[src/rtl/seg_display_pkg.sv]
// rtl/seg_display_pkg.sv - shared constants and types for the hex display controller
package seg_display_pkg;

  localparam int NUM_DIGITS = 4;
  localparam logic [6:0] SEG_DARK  = 7'h7F;
  localparam logic [6:0] SEG_RESET = 7'h40;

  typedef enum logic {SRC_CORE = 1'b0, SRC_DBG = 1'b1} src_t;
  typedef enum logic {ST_IDLE = 1'b0, ST_HOLD = 1'b1} state_t;

  // Counter width for a count of n states; never narrower than one bit.
  function automatic int cntWidth(input int n);
    return (n <= 2) ? 1 : $clog2(n);
  endfunction

endpackage

[src/rtl/SegDisplay.sv]
// rtl/SegDisplay.sv - nibble to 7-segment decoder, active-low, bit order gfedcba
module SegDisplay (
  input  logic [3:0] inNibble,
  output logic [6:0] outSegs
);

  always_comb begin
    outSegs = 7'h7F;
    case (inNibble)
      4'h0: outSegs = ~7'h3F;
      4'h1: outSegs = ~7'h06;
      4'h2: outSegs = ~7'h5B;
      4'h3: outSegs = ~7'h4F;
      4'h4: outSegs = ~7'h66;
      4'h5: outSegs = ~7'h6D;
      4'h6: outSegs = ~7'h7D;
      4'h7: outSegs = ~7'h07;
      4'h8: outSegs = ~7'h7F;
      4'h9: outSegs = ~7'h6F;
      4'hA: outSegs = ~7'h77;
      4'hB: outSegs = ~7'h7C;
      4'hC: outSegs = ~7'h39;
      4'hD: outSegs = ~7'h5E;
      4'hE: outSegs = ~7'h79;
      4'hF: outSegs = ~7'h71;
      default: outSegs = 7'h7F;
    endcase
  end

endmodule

[src/rtl/seg_display_ctrl.sv]
// rtl/seg_display_ctrl.sv - shares four hex digits between core and debug requesters
module seg_display_ctrl
  import seg_display_pkg::*;
#(
  parameter int HOLD_CYCLES  = 25_000_000,
  parameter int BLINK_CYCLES = 12_500_000
) (
  input  logic        inClk,
  input  logic        inRst,
  input  logic        inCoreVld,
  input  logic [15:0] inCoreWord,
  output logic        outCoreRdy,
  input  logic        inDbgVld,
  input  logic [15:0] inDbgWord,
  input  logic        inDbgBlink,
  output logic        outDbgRdy,
  input  logic        inBlankZeros,
  output logic [27:0] outSegs,
  output logic        outSrc
);

  localparam int WORD_W = 4 * NUM_DIGITS;
  localparam int SEG_W  = 7 * NUM_DIGITS;
  localparam int HW     = cntWidth(HOLD_CYCLES);
  localparam int BW     = cntWidth(BLINK_CYCLES);
  localparam logic [HW-1:0] HOLD_LOAD  = HW'(HOLD_CYCLES - 1);
  localparam logic [BW-1:0] BLINK_LAST = BW'(BLINK_CYCLES - 1);

  state_t              state;
  state_t              stateNext;
  logic [WORD_W-1:0]   word;
  src_t                src;
  logic                blinkEn;
  logic                phaseOn;
  logic [HW-1:0]       holdCnt;
  logic [BW-1:0]       blinkCnt;
  logic                dbgAcc;
  logic                coreAcc;
  logic [6:0]          decSegs [NUM_DIGITS];
  logic [SEG_W-1:0]    segsNext;

  // Debug wins ties; the core ready is masked by the debug valid, never by its own.
  always_comb begin
    stateNext  = state;
    outDbgRdy  = 1'b0;
    outCoreRdy = 1'b0;
    dbgAcc     = 1'b0;
    coreAcc    = 1'b0;
    case (state)
      ST_IDLE: begin
        outDbgRdy  = 1'b1;
        outCoreRdy = ~inDbgVld;
        dbgAcc     = inDbgVld;
        coreAcc    = inCoreVld & ~inDbgVld;
        if (dbgAcc || coreAcc) stateNext = ST_HOLD;
      end
      ST_HOLD: begin
        if (holdCnt == '0) stateNext = ST_IDLE;
      end
      default: stateNext = ST_IDLE;
    endcase
  end

  always_ff @(posedge inClk or posedge inRst) begin
    if (inRst) state <= ST_IDLE;
    else       state <= stateNext;
  end

  always_ff @(posedge inClk or posedge inRst) begin
    if (inRst) begin
      word    <= '0;
      src     <= SRC_CORE;
      blinkEn <= 1'b0;
      holdCnt <= '0;
    end else if (dbgAcc) begin
      word    <= inDbgWord;
      src     <= SRC_DBG;
      blinkEn <= inDbgBlink;
      holdCnt <= HOLD_LOAD;
    end else if (coreAcc) begin
      word    <= inCoreWord;
      src     <= SRC_CORE;
      blinkEn <= 1'b0;
      holdCnt <= HOLD_LOAD;
    end else if (state == ST_HOLD && holdCnt != '0) begin
      holdCnt <= holdCnt - HW'(1);
    end
  end

  // Blink keeps running after the hold expires, until the next accept restarts it.
  always_ff @(posedge inClk or posedge inRst) begin
    if (inRst) begin
      blinkCnt <= '0;
      phaseOn  <= 1'b1;
    end else if (dbgAcc || coreAcc) begin
      blinkCnt <= '0;
      phaseOn  <= 1'b1;
    end else if (blinkEn) begin
      if (blinkCnt == BLINK_LAST) begin
        blinkCnt <= '0;
        phaseOn  <= ~phaseOn;
      end else begin
        blinkCnt <= blinkCnt + BW'(1);
      end
    end
  end

  for (genvar g = 0; g < NUM_DIGITS; g++) begin : gen_digit
    SegDisplay uDec (
      .inNibble (word[4*g +: 4]),
      .outSegs  (decSegs[g])
    );
    if (g == 0) begin : gen_lsd
      assign segsNext[6:0] = phaseOn ? decSegs[0] : SEG_DARK;
    end else begin : gen_upper
      logic leadZero;
      assign leadZero = inBlankZeros && (word[WORD_W-1:4*g] == '0);
      assign segsNext[7*g +: 7] = (!phaseOn || leadZero) ? SEG_DARK : decSegs[g];
    end
  end

  always_ff @(posedge inClk or posedge inRst) begin
    if (inRst) outSegs <= {NUM_DIGITS{SEG_RESET}};
    else       outSegs <= segsNext;
  end

  assign outSrc = (src == SRC_DBG);

endmodule
[config.mk]
export PLATFORM = sky130hd
export DESIGN_NAME = seg_display_ctrl
export DESIGN_NICKNAME = d
export VERILOG_FILES = /design/src/rtl/seg_display_pkg.sv /design/src/rtl/SegDisplay.sv /design/src/rtl/seg_display_ctrl.sv
export SDC_FILE = /design/constraint.sdc
export NUM_CORES = 1
export LEC_CHECK = 0
export BUFFER_PORTS_ARGS = -buffer_cell sky130_fd_sc_hd__buf_2
export CORE_MARGIN = 3
export CORE_UTILIZATION = 58
export CTS_CLUSTER_DIAMETER = 50
export DETAILED_ROUTE_END_ITERATION = 8
export GPL_TIMING_DRIVEN = 0
export PLACE_DENSITY_LB_ADDON = 0.25
export SYNTH_ARGS = -nofsm -noshare
export SYNTH_HDL_FRONTEND = slang
export SYNTH_SLANG_ARGS = --single-unit
[constraint.sdc]
create_clock -name inClk -period 3.3 [get_ports inClk]
set_clock_uncertainty 0.05 [all_clocks]
set_input_delay 0.165 -clock inClk [delete_from_list [all_inputs] [get_ports inClk]]
set_output_delay 0.165 -clock inClk [all_outputs]
set_load 0.01 [all_outputs]
### After elaboration in Yosys (flattened, before gate mapping)

Memory sizes are Yosys's and may differ from the RTL's.
Index checks and enable logic that the tools add are counted.

* bits in writable memories: 0
* register bits: 97
* bits in read-only memories: 448
* logic and storage cells: 64
* bits in latches: 0
* memories: 4

* multiplexer cells: 25
* multipliers: 0
* $add $sub $neg: 2
* $lt $le $gt $ge: 0
* div/mod/pow operators: 0
* reductions and logical operators: 20
* equal/unequal tests: 1
* shift operators: 0
* bitwise gates (word level): 4

Memories
* (name not given): words 16, width 7, read ports 1, clocked after Yosys merged registers in 0, wr ports 0, RTL line SegDisplay.sv:9 `case (inNibble)`
* (name not given): words 16, width 7, read ports 1, clocked after Yosys merged registers in 0, wr ports 0, RTL line SegDisplay.sv:9
* (name not given): words 16, width 7, read ports 1, clocked after Yosys merged registers in 0, wr ports 0, RTL line SegDisplay.sv:9
* (name not given): words 16, width 7, read ports 1, clocked after Yosys merged registers in 0, wr ports 0, RTL line SegDisplay.sv:9

Operators with widths (count)
* $mux W25: 3
* $mux W24: 3
* $mux W16: 2
* $mux W7: 4
* $logic_not A25 Y1: 1
* $reduce_bool A25 Y1: 1
* $sub A25 B1 Y25 const B: 1
* $add A24 B1 Y24 const B: 1
* $eq A24 B24 Y1 const B: 1
* $logic_not A12 Y1: 1
* $mux W1: 12
* $logic_not A8 Y1: 1
* $reduce_bool A2 Y1: 3
* $logic_or A1 B1 Y1: 5
* $logic_and A1 B1 Y1: 4
* $logic_not A4 Y1: 1
* $not A1 Y1: 3
* $reduce_bool A3 Y1: 1
* $pmux W1 S2: 1
* $reduce_and A2 Y1: 1
* $and A1 B1 Y1: 1
* $logic_not A1 Y1: 1

### Depth between registers and ports, before layout

Gate-level depths: netlist of the first run.

* depth after elaboration: 6
* mapped depth: 8
* gate-level depth less buffers: 7

### By module

From an unflattened synthesis of the first run, not the netlist that was laid out.

* cell total of the unflattened synthesis: 562
* area total of the unflattened synthesis: 5501.5 um2

By module, submodules not included
* seg_display_ctrl: cells an instance 437, area each 4423.0 um2, seq. area each 2433.6 um2, instances 1
* SegDisplay at gen_digit[1].uDec ...: cells an instance 32, area each 275.3 um2, seq. area each 0.0 um2, instances 2
* SegDisplay at gen_digit[2].uDec: cells an instance 30, area each 275.3 um2, seq. area each 0.0 um2, instances 1
* SegDisplay at gen_digit[0].uDec: cells an instance 31, area each 252.7 um2, seq. area each 0.0 um2, instances 1

### Worst setup path before layout of the first run

Ideal clock, no wire load.

* path kind: reg2reg
* start point: register holdCnt[0]
* end point: register holdCnt[12]
* cell stages (with the launch flop): 9
* path slack: 1.331 ns
* period minus slack after synthesis: 1.969 ns
* arrival time: 1.785 ns
* setup time: 0.134 ns
* buffers on the path: 1
* cells stage by stage: dfrtp_1 > inv_1 > ha_1 > nor2b_1 > and4b_1 > buf_4 > a2111oi_1 > xnor2_1 > nand2_1

* longest elaborated chain between the ends: 4
* elaborated cells between the ends (all ways): 7
* those cells by class: add/sub: 1; mux: 3; reduce/logical: 3

Ends and longest elaborated chain
* from (decl): RTL line seg_display_ctrl.sv:35 `logic [HW-1:0] holdCnt;`
* from (signal assigned): RTL line seg_display_ctrl.sv:86 `holdCnt <= holdCnt - HW'(1);`
* $sub A25 B1 Y25: RTL line seg_display_ctrl.sv:86
* $mux W25: RTL line seg_display_ctrl.sv:85 `end else if (state == ST_HOLD && holdCnt != '0) begin`
* $mux W25: RTL line seg_display_ctrl.sv:80 `end else if (coreAcc) begin`
* $mux W25: RTL line seg_display_ctrl.sv:75 `end else if (dbgAcc) begin`

Several ways; a longest one is shown, not always the timed one. The select of a mux whose other input is x is not followed.
A chain may end at the register's enable or synchronous reset.

### Worst setup path after layout of the first run

* start point: register holdCnt[0]
* end point: register holdCnt[6]

The elaborated chain is that of the path after synthesis.

==> results of run 1 <==
layout make-up:
type	instances	area [um2]	share of cell area, %
Multi-Input combinational cell	399	2746	44.59
Sequential cell	97	2434	39.51
Timing Repair Buffer	71	387.9	6.297
Tap cell	108	135.1	2.194
Clock buffer	9	123.9	2.011
Buffer	26	117.6	1.909
Clock inverter	6	115.1	1.869
Inverter	26	100.1	1.625
cell usage in the layout, fill, tap and decap left out, types with 3 or more instances in the layout:
cell type	synthesis	routed
sky130_fd_sc_hd__or3_1	7	7
sky130_fd_sc_hd__nor3_1	17	17
sky130_fd_sc_hd__nand2b_1	4	4
sky130_fd_sc_hd__o311ai_0	13	13
sky130_fd_sc_hd__nor2b_1	4	4
sky130_fd_sc_hd__clkbuf_1	16	16
sky130_fd_sc_hd__bufinv_16	0	3
sky130_fd_sc_hd__a211oi_1	5	5
sky130_fd_sc_hd__nor2_1	64	64
sky130_fd_sc_hd__buf_2	4	72
sky130_fd_sc_hd__clkbuf_8	0	9
sky130_fd_sc_hd__a21o_1	7	7
sky130_fd_sc_hd__a21oi_1	26	26
sky130_fd_sc_hd__nor4_1	10	10
sky130_fd_sc_hd__a32oi_1	3	3
sky130_fd_sc_hd__xnor2_1	23	23
sky130_fd_sc_hd__mux2i_1	26	26
sky130_fd_sc_hd__nand3_1	13	13
sky130_fd_sc_hd__a31oi_1	4	4
sky130_fd_sc_hd__o21ai_0	13	13
sky130_fd_sc_hd__inv_1	26	25
sky130_fd_sc_hd__nand3b_1	5	5
sky130_fd_sc_hd__xor2_1	6	6
sky130_fd_sc_hd__nand4_1	9	9
sky130_fd_sc_hd__o211ai_1	12	12
sky130_fd_sc_hd__dfrtp_1	92	92
sky130_fd_sc_hd__ha_1	25	25
sky130_fd_sc_hd__nand2_1	55	55
sky130_fd_sc_hd__nor4_4	4	4
sky130_fd_sc_hd__dfstp_2	5	5
sky130_fd_sc_hd__and4_1	6	6
sky130_fd_sc_hd__or4_1	4	4
sky130_fd_sc_hd__buf_1	3	3
routing by layer:
layer / GRT usage [%] / vias to the layer above / wire length [um]
met5: 0 / - / 0
met4: 6.256 / 0 / 119
met3: 2.594 / 11 / 595
met2: 40.47 / 130 / 5796
met1: 31.69 / 2098 / 5206
li1: - / 2129 / -
logic make-up after synthesis:
logic type / synth area share [%]
muxes: 5.867
buffers and inverters: 3.989
AOI/OAI and AO/OA: 12.25
adders and majority gates: 5.798
and+or+nand+nor: 22.29
DFF: 45.11
xor gates and xnor gates: 4.708
metrics by stage:
step / hold slack, ps / power [mW] / util [%] / std cells
CTS: 42.74 / 2.982 / 69.28 / 742
floorplan: 231.8 / 1.868 / - / 548
global route: 59.37 / 3.128 / 69.28 / 742
detailed placement: 166.6 / 2.053 / 66.37 / 725
finish: 45.59 / 2.964 / 69.28 / 742
global placement: 337.9 / 2.016 / 66.03 / 724
worst max-delay path, cell delays in order (launching register included):
cell and delay, ps:
sky130_fd_sc_hd__dfrtp_1 430, sky130_fd_sc_hd__inv_1 80, sky130_fd_sc_hd__ha_1 230, sky130_fd_sc_hd__nor2b_1 130, sky130_fd_sc_hd__and4b_1 280, sky130_fd_sc_hd__buf_4 210
sky130_fd_sc_hd__a21oi_1 390, sky130_fd_sc_hd__a21oi_1 130, sky130_fd_sc_hd__a31o_2 230
state kept, by name (all words and copies together), names as in the netlist:
| signal | flops |
|---|---|
| outSegs | 28 |
| blinkEn | 1 |
| word | 16 |
| holdCnt | 25 |
| state | 1 |
| phaseOn | 1 |
| outSrc | 1 |
| blinkCnt | 24 |
power breakdown:
part | switching [mW] | total [mW] | internal, mW
registers | 0.168 | 1.51 | 1.34
clock network | 0.418 | 0.921 | 0.504
logic | 0.294 | 0.530 | 0.237
how the worst max path moves through the flow:
stage / start / endpoint / slack, ps / depth (start not counted)
2_1_floorplan: inRst / blinkCnt[0] / 560 / 1
3_3_place_gp: inRst / outSegs[18] / -440 / 2
3_5_place_dp: blinkCnt[0] / blinkCnt[22] / 1070 / 6
4_1_cts: holdCnt[0] / holdCnt[6] / 1040 / 8
5_1_grt: holdCnt[0] / holdCnt[6] / 880 / 8
6_report: holdCnt[0] / holdCnt[6] / 1010 / 8
==> impl.org, run 1 <==
** Logic synthesis
- Largest area contributor in the synthesized netlist :: sky130_fd_sc_hd__dfrtp_1
- Unique masters post-synth :: 60
- Proportion of register bits with asynchronous set or reset after synthesis :: between 90% and 100%
- Number of cells produced by synthesis :: between 500 and 600
- By area the synthesized netlist is led by sky130_fd_sc_hd__dfrtp_1, sky130_fd_sc_hd__ha_1, sky130_fd_sc_hd__mux2i_1.
- When the netlist entered floorplanning its net count stood at 611.
- Proportion of netlist area held by the largest area contributor :: between 40% and 50%
- Among all flip-flop cells after synthesis, the most frequent one is sky130_fd_sc_hd__dfrtp_1.
- Combined area of all synthesized cells :: 5395 um2
- Most common library cells after synthesis :: sky130_fd_sc_hd__dfrtp_1, sky130_fd_sc_hd__nor2_1, sky130_fd_sc_hd__nand2_1
- For this run, the register share of the synthesized area comes to between 40 and 50%.
- For this run, the number of Yosys warnings is 0.
- Dominant cell by count in the synthesized netlist :: sky130_fd_sc_hd__dfrtp_1
- The synthesized design contains 0 enable-type register cells.
- Mean cell area of the mapped netlist :: around 9.8 um2
- Flop and latch count out of synthesis :: 97

** Clock network
- Clock-pin slew was measured on the worst setup and hold paths at about 110 ps.
- TritonCTS clock tree :: done
- Sinks on the clock net :: 97
- Clock latency on the worst-skew pair, taken at its later pin, is around 360 ps.
- The root buffer cell chosen for the clock tree is sky130_fd_sc_hd__clkbuf_8.
- PostCTS Resize Cnt :: 0
- Number of buffers inserted by hold repair at cts :: 2
- Inserted Clock Buffers :: 9
- No sink is reached through more buffers than the 2 on the longest clock path.
- Maximum level of the CTS H-tree :: 3
- Post-CTS repair timing setup buffer count :: 0

** Timing
- Setup violations remaining at the end of the flow were counted as 0.
- Measured against its own limit, the worst slew margin works out to a little over half.
- RSZ-0062 raised after global routing :: false
- The total count of hold-check failures in the final report was 0.
- Post-route setup slack :: ~1000 ps
- Crit share post-route :: between 60% and 70%
- Clock period minus worst slack :: ~2300 ps
- At the pin with the least slew margin, the transition time is about 680 ps.
- Maximum operating frequency :: about 0.44 GHz
- Final sum of negative setup slack :: 0 ps
- Slew Limit Fails :: 0

** Place
- Prior to clock tree synthesis, the placed netlist has a worst setup slack of 1073 ps.
- Buffers placed on the I/O ports in this run total 68.
- Half-perimeter wire length of the detailed placement result :: approximately 8.3 mm
- Routability-driven placement finished with a final weighted congestion of 0.8569.
- The placed instances occupy a cell area of approximately 5900 um2.

** Worst hold path
- In this run the most critical hold path is launched from inCoreWord[0].
- Hold/Removal Path Class :: in2reg
- The worst hold path passes through 3 cells.
- Endpoint of the worst hold-timing path :: word[0]

** Die
- Full die area :: 10500 um2
- From left edge to right edge, the die measures slightly above 100 um.
- The floorplan step set the die height to 102.4 um.
- Boundary pin count :: between 60 and 70
- Core outline area :: ~9000 um2
- The floorplan has 34 rows.
- The initial utilization of the core area, before any placement, comes to 60.68%.

** Detailed routing
- Summed over all layers, the routed wires come to between 10 and 15 mm.
- The first detailed-routing pass ran for 5 iterations.
- The count of nets left with antenna violations once routing finished came out at 0.
- Residual DRC count :: 0
- Total number of vias :: 4368
- The detailed router finished its first iteration with about 250 violations.
- Dividing the detail-routed wire length by the instance count gives 15.79 um.
- Via density :: 5.887

** Setup path
- Slack of the worst reg-to-reg path :: 1010 ps
- In this run the worst path has a maximum fanout of 10.
- End of the worst register-to-register path :: holdCnt[6]
- Critical path launch point type :: flip-flop
- Data arrival time of the critical path :: 2480 ps
- Data required, critical path :: 3490 ps
- The setup path with the least slack is of type reg2reg.
- STA classifies the critical path endpoint as a flip-flop.
- FF-to-FF path depth :: 8
- Source of the worst register-to-register timing path :: holdCnt[0]

** Global route
- Largest net degree at the start of global routing :: 65
- All-Layer GR Usage :: 23.52%
- Initial antenna violation count :: 0
- The total overflow left after global routing is 0.
- Number of global-route vias before repair :: around 4100
- The first global-routing pass estimated roughly 20 mm of wire.

** Layout
- Fraction of layout cells with a size suffix above 1 :: roughly 18%
- Total inserted antenna cells :: 0
- Once layout is done, the placed cells without fillers occupy 6160 um2.
- Filler Cells Inserted :: just under 700
- At the end of the flow, the number of nets in the layout was about 690.
- Layout overhead on the synthesized area :: 14.17%

** Power and ir drop
- Pleak :: about 2.7 nW
- Power per cell area :: between 400 and 500 nW/um2
- Across the VDD grid, the largest voltage drop is 0.2913 mV.

** Outcome
- Run status :: finished clean

** Run
- The tool flagged a number of max-cap violations equal to 0.
No activity file was read; power rests on OpenSTA's default activity.
==> run 2: changes to the inputs <==
--- a/config.mk
+++ b/config.mk
@@ -5,9 +5,10 @@
 export SDC_FILE = /design/constraint.sdc
 export NUM_CORES = 1
 export LEC_CHECK = 0
+export ABC_AREA = 1
 export BUFFER_PORTS_ARGS = -buffer_cell sky130_fd_sc_hd__buf_2
 export CORE_MARGIN = 3
-export CORE_UTILIZATION = 58
+export CORE_UTILIZATION = 59
 export CTS_CLUSTER_DIAMETER = 50
 export DETAILED_ROUTE_END_ITERATION = 8
 export GPL_TIMING_DRIVEN = 0
==> constraint.sdc (replaced) <==
create_clock -name inClk -period 2.4 [get_ports inClk]
set_clock_uncertainty 0.05 [all_clocks]
set_input_delay 0.12 -clock inClk [delete_from_list [all_inputs] [get_ports inClk]]
set_output_delay 0.12 -clock inClk [all_outputs]
set_load 0.01 [all_outputs]
==> run 2 against run 1 <==
Effect of this change: clock power grew 9.7%; critical path type unchanged; combinational power shrank 84%; largest cell class unchanged; via count grew 24%; setup slack lost 900 ps; fmax shrank 0.15%; worst hold slack lost 32 ps; non-clock buffer count grew 6; sequential share of layout area shrank 3.1 points; synthesized cell count grew 37%; sequential power grew 8%.
==> impl.org, run 2 <==
** Outcome
- Run status: finished clean (unchanged).

** Setup path
- The arrival time reported for the critical path endpoint came to 2540 ps (was 2480 ps).
- The delay of the slowest critical-path stage came to 590 ps (was 430 ps).
- The required arrival time at the worst endpoint is 2650 ps (was 3490 ps).
- The classification of the worst setup path was reg2reg (unchanged).
- Critical path launch point type :: flip-flop (unchanged)
- The nature of the critical path endpoint is a flip-flop (unchanged).
- The biggest fanout along the worst timing path was 10 (unchanged).
- The number of buffers and inverters on the critical path came to 5 (was 2).
- The register-to-register path setup slack was 110 ps (was 1010 ps).
- Worst-path cell chain :: buf_6 -> inv_4 -> nand2_4 -> inv_1 -> clkbuf_2 -> o21ai_0 -> o22ai_1 -> dlygate4sd3_1 (was inv_1 -> ha_1 -> nor2b_1 -> and4b_1 -> buf_4 -> a21oi_1 -> a21oi_1 -> a31o_2)
- The cell with the largest stage delay on the worst path was sky130_fd_sc_hd__dlygate4sd3_1 (was sky130_fd_sc_hd__dfrtp_1).
- Family with the most delay on the worst path :: buffers and inverters (was compound AO/OA/AOI/OAI gates)

** Timing
- The total setup violations reported at the end of the flow is 0 (unchanged).
- Crit share post-route :: 95.37% (was 69.26%)
- The count of final max-slew check failures came to 0 (unchanged).
- Hold Slack :: 13.75 ps (was 45.59 ps)
- Post-route setup slack :: 111.1 ps (was 1014 ps)
- Slew of the pin with the lowest slew margin :: 565.1 ps (was 675.4 ps)
- The maximum clock rate was 0.4369 GHz (was 0.4375 GHz).
- The worst max-slew margin expressed relative to the limit was 62.25% (was 54.67%).
- The minimum clock period after layout came to 2289 ps (was 2286 ps).
- RSZ-0062 raised after global routing: false (unchanged).
- Final sum of negative setup slack :: 0 ps (unchanged)
- The total count of hold-check failures in the final report was 0 (unchanged).

** Clock network
- Maximum level of the CTS H-tree :: 3 (unchanged)
- The CTS tree is done (unchanged).
- Clock Latency Late Sink :: 360 ps (about the same)
- Max clock buf depth :: 2 (unchanged)
- Root Buffer :: sky130_fd_sc_hd__clkbuf_8 (unchanged)
- The number of buffers created by CTS came to 9 (unchanged).
- The clock net sink count was 97 (unchanged).
- Clock Pin Slew Worst Setup and Hold Paths :: 100 ps (was 110 ps)
- The quantity of gates resized following cts was 0 (unchanged).

** Power and ir drop
- The maximum VDD drop came to 0.3550 mV (was 0.2913 mV).
- Power spent charging and discharging nets :: 0.6645 mW (was 0.8797 mW)
- Internal power summed over all cells :: 2.070 mW (was 2.084 mW)
- Clock power frac :: 37.1% (was 31.1%)
- The leakage power of the design was 3.064 nW (was 2.688 nW).
- The switching fraction of total power is 24.30% (was 29.68%).
- The sequential fraction of design power was 59.7% (was 51.0%).
- Power per cell area :: 408.9 nW/um2 (was 481.1 nW/um2)
- The total power consumption of the routed design was 2.735 mW (was 2.964 mW).
- Combinational cell fraction of total power :: 3.2% (was 17.9%)

** Layout
- The most common cell after layout, fill and taps aside is sky130_fd_sc_hd__nand2_1 (was sky130_fd_sc_hd__dfrtp_1).
- Top library cells by usage in the layout, fill and taps aside :: sky130_fd_sc_hd__nand2_1, sky130_fd_sc_hd__nor2_1, sky130_fd_sc_hd__inv_1, sky130_fd_sc_hd__dfrtp_1, sky130_fd_sc_hd__buf_2 (was sky130_fd_sc_hd__dfrtp_1, sky130_fd_sc_hd__buf_2, sky130_fd_sc_hd__nor2_1, sky130_fd_sc_hd__nand2_1)
- The number of filler cells placed in the layout was 729 (was 676).
- The area of all placed cells without fillers is 6689 um2 (was 6160 um2).
- The area occupied by registers came to 2434 um2 (unchanged).
- Biggest regs: outSegs: 28 flops, holdCnt: 25 flops, blinkCnt: 24 flops (unchanged).
- Final standard cell count with taps included and fillers excluded :: 984 (was 742)
- The count of nets after finishing was 913 (was 693).
- The register name with the most flops is outSegs (unchanged).
- Final core area utilization :: 71.38% (was 69.28%)
- Area of the multi-input gates :: 2839 um2 (was 2746 um2)
- Total inserted antenna cells :: 0 (unchanged)
- The fraction of final layout cells with drive strength greater than 1 came to 18.25% (was 18.14%).
- Number of flip-flops under the largest register name :: 28 (unchanged)
- The area growth from synthesis to layout is 15.51% (was 14.17%).

** Detailed routing
- Wire per inst :: 13.68 um (was 15.79 um)
- First-pass detailed-route iteration total :: 6 (was 5)
- Overall routed net length :: 13.46 mm (was 11.72 mm)
- The remaining number of nets flagged by the antenna check after routing was 0 (unchanged).
- Via density :: 5.505 (was 5.887)
- The final routed DRC violation total was 0 (unchanged).
- Number of violations reported at the end of detailed-routing iteration 0 :: 411 (was 254)
- The total via count in the routed design was 5417 (was 4368).

** Global route
- The met3 usage in global routing came to 2.965% (was 2.594%).
- First-pass GRT wire length :: 23.12 mm (was 19.71 mm)
- GR peak layer :: met2 (unchanged)
- Largest net degree at the start of global routing :: 43 (was 65)
- Number of global-route vias before repair :: 5086 (was 4142)
- The initial antenna violation count was 0 (unchanged).
- GRT met1 Usage :: 34.79% (was 31.69%)
- All-Layer GR Usage :: 25.03% (was 23.52%)
- Overflow left after global routing :: 0 (unchanged)
- The met2 demand-to-capacity share in global routing is 40.74% (was 40.47%).

** Logic synthesis
- Flop and latch count out of synthesis :: 97 (unchanged)
- The most used flip-flop cell after synthesis is sky130_fd_sc_hd__dfrtp_1 (unchanged).
- The share of the synthesized area in the top cell type was 39.76% (was 42.67%).
- The most frequent cell after synthesis was sky130_fd_sc_hd__nand2_1 (was sky130_fd_sc_hd__dfrtp_1).
- The average cell area after synthesis was 7.700 um2 (was 9.845 um2).
- The total standard cell area after synthesis is 5791 um2 (was 5395 um2).
- The async set-or-reset flop fraction in the synthesized netlist came to 100.0% (unchanged).
- The synthesis warning total was 0 (unchanged).
- Net count after synthesis :: 815 (was 611)
- The number of flops mapped to enable cells by yosys came to 0 (unchanged).
- The share of synthesized area occupied by flip-flops and latches is 42.03% (was 45.11%).
- Most common library cells after synthesis: sky130_fd_sc_hd__nand2_1, sky130_fd_sc_hd__nor2_1, sky130_fd_sc_hd__inv_1, sky130_fd_sc_hd__dfrtp_1, sky130_fd_sc_hd__nand3_1 (was sky130_fd_sc_hd__dfrtp_1, sky130_fd_sc_hd__nor2_1, sky130_fd_sc_hd__nand2_1).
- Biggest area contributors in the synthesized netlist: sky130_fd_sc_hd__dfrtp_1, sky130_fd_sc_hd__nand2_1, sky130_fd_sc_hd__nor2_1 (was sky130_fd_sc_hd__dfrtp_1, sky130_fd_sc_hd__ha_1, sky130_fd_sc_hd__mux2i_1).
- Unique masters post-synth :: 44 (was 60)
- The post-synthesis cell count was 752 (was 548).
- Largest area contributor in the synthesized netlist :: sky130_fd_sc_hd__dfrtp_1 (unchanged)

** Place
- Placement Cell Area :: 6336 um2 (was 5901 um2)
- Placer's final routability congestion estimate :: 0.9649 (was 0.8569)
- The instance count after placement with tap cells included is 951 (was 725).
- Half-perimeter wire length of the detailed placement result :: 9.937 mm (was 8.275 mm)
- The count of port buffers added during placement is 68 (unchanged).
- The post-placement worst setup slack was 501.9 ps (was 1073 ps).

** Die
- The die height was 105.1 um (was 102.4 um).
- Site Rows :: 35 (was 34)
- Initial Util :: 61.79% (was 60.68%)
- Boundary pin count :: 69 (unchanged)
- The area of the core came to 9371 um2 (was 8891 um2).
- Full die area :: 11040 um2 (was 10500 um2)
- Horizontal die dimension :: 105.1 um (was 102.4 um)

** Run
- The count of maximum capacitance violations was 0 (unchanged).

** Worst hold path
- Hold/Removal Path Class :: in2reg (unchanged)
## run 2: layer usage
| layer | wire, um | vias to the layer above | part of all wire, % |
|---|---|---|---|
| li1 | - | 2664 | - |
| met1 | 5948 | 2481 | 44 |
| met2 | 6283 | 247 | 47 |
| met3 | 978 | 25 | 7.3 |
| met4 | 249 | 0 | 1.9 |
| met5 | 0 | - | 0 |
## run 2: logic make-up (layout without fill, tap and decap cells)
logic type	after synthesis	after routing	share of synthesized area (%)
simple gates	393	393	31.33
buf+inv	125	228	8.945
compound gates	106	106	11.39
flops	97	97	42.03
fa+ha+maj	25	25	5.402
xor+xnor	6	6	0.9075
## run 2: final timing paths
| kind | start | end | cells past startpoint |
|---|---|---|---|
| setup / recovery | state | word[0] | 8 |
| hold / removal | inDbgWord[10] | word[10] | 3 |
| setup reg to reg | state | word[0] | 8 |
| hold reg to reg | blinkCnt[12] | blinkCnt[12] | 1 |
| max in group asynchronous | inRst | outSegs[27] | 5 |
| min in group asynchronous | inRst | word[3] | 3 |
## run 2: worst reg2reg max path, cell delays in order (launching register included)
cell and delay, ps:
sky130_fd_sc_hd__dfrtp_1 380, sky130_fd_sc_hd__buf_6 150, sky130_fd_sc_hd__inv_4 90, sky130_fd_sc_hd__nand2_4 100, sky130_fd_sc_hd__inv_1 250, sky130_fd_sc_hd__clkbuf_2 330
sky130_fd_sc_hd__o21ai_0 140, sky130_fd_sc_hd__o22ai_1 150, sky130_fd_sc_hd__dlygate4sd3_1 590
## run 2: timing repair
action | 4_1_cts | 5_1_grt
hold buffers | 17 | 0
hold endpoints to repair | 35 | 0
buffers inserted | 0 | 0
## run 2: area by class of cell
class,count,share of cell area (%)
inverter,109,6.210
buffer,16,1.590
clock buffer,9,1.852
sequential,97,36.38
timing repair buffer,87,8.230
multi-input combinational,530,42.44
clock inverter,7,0.8792
tap,129,2.413
## run 2: power by group through the flow
stage	sequential (mW)	clock, mW	combinational, mW
final	1.63	1.01	0.0870
after global routing	1.63	1.10	0.0985
after CTS	1.63	1.04	0.0889
after detailed placement	1.67	0	0.0732
after global placement	1.67	0	0.0642
after floorplan	1.67	0	0.0244
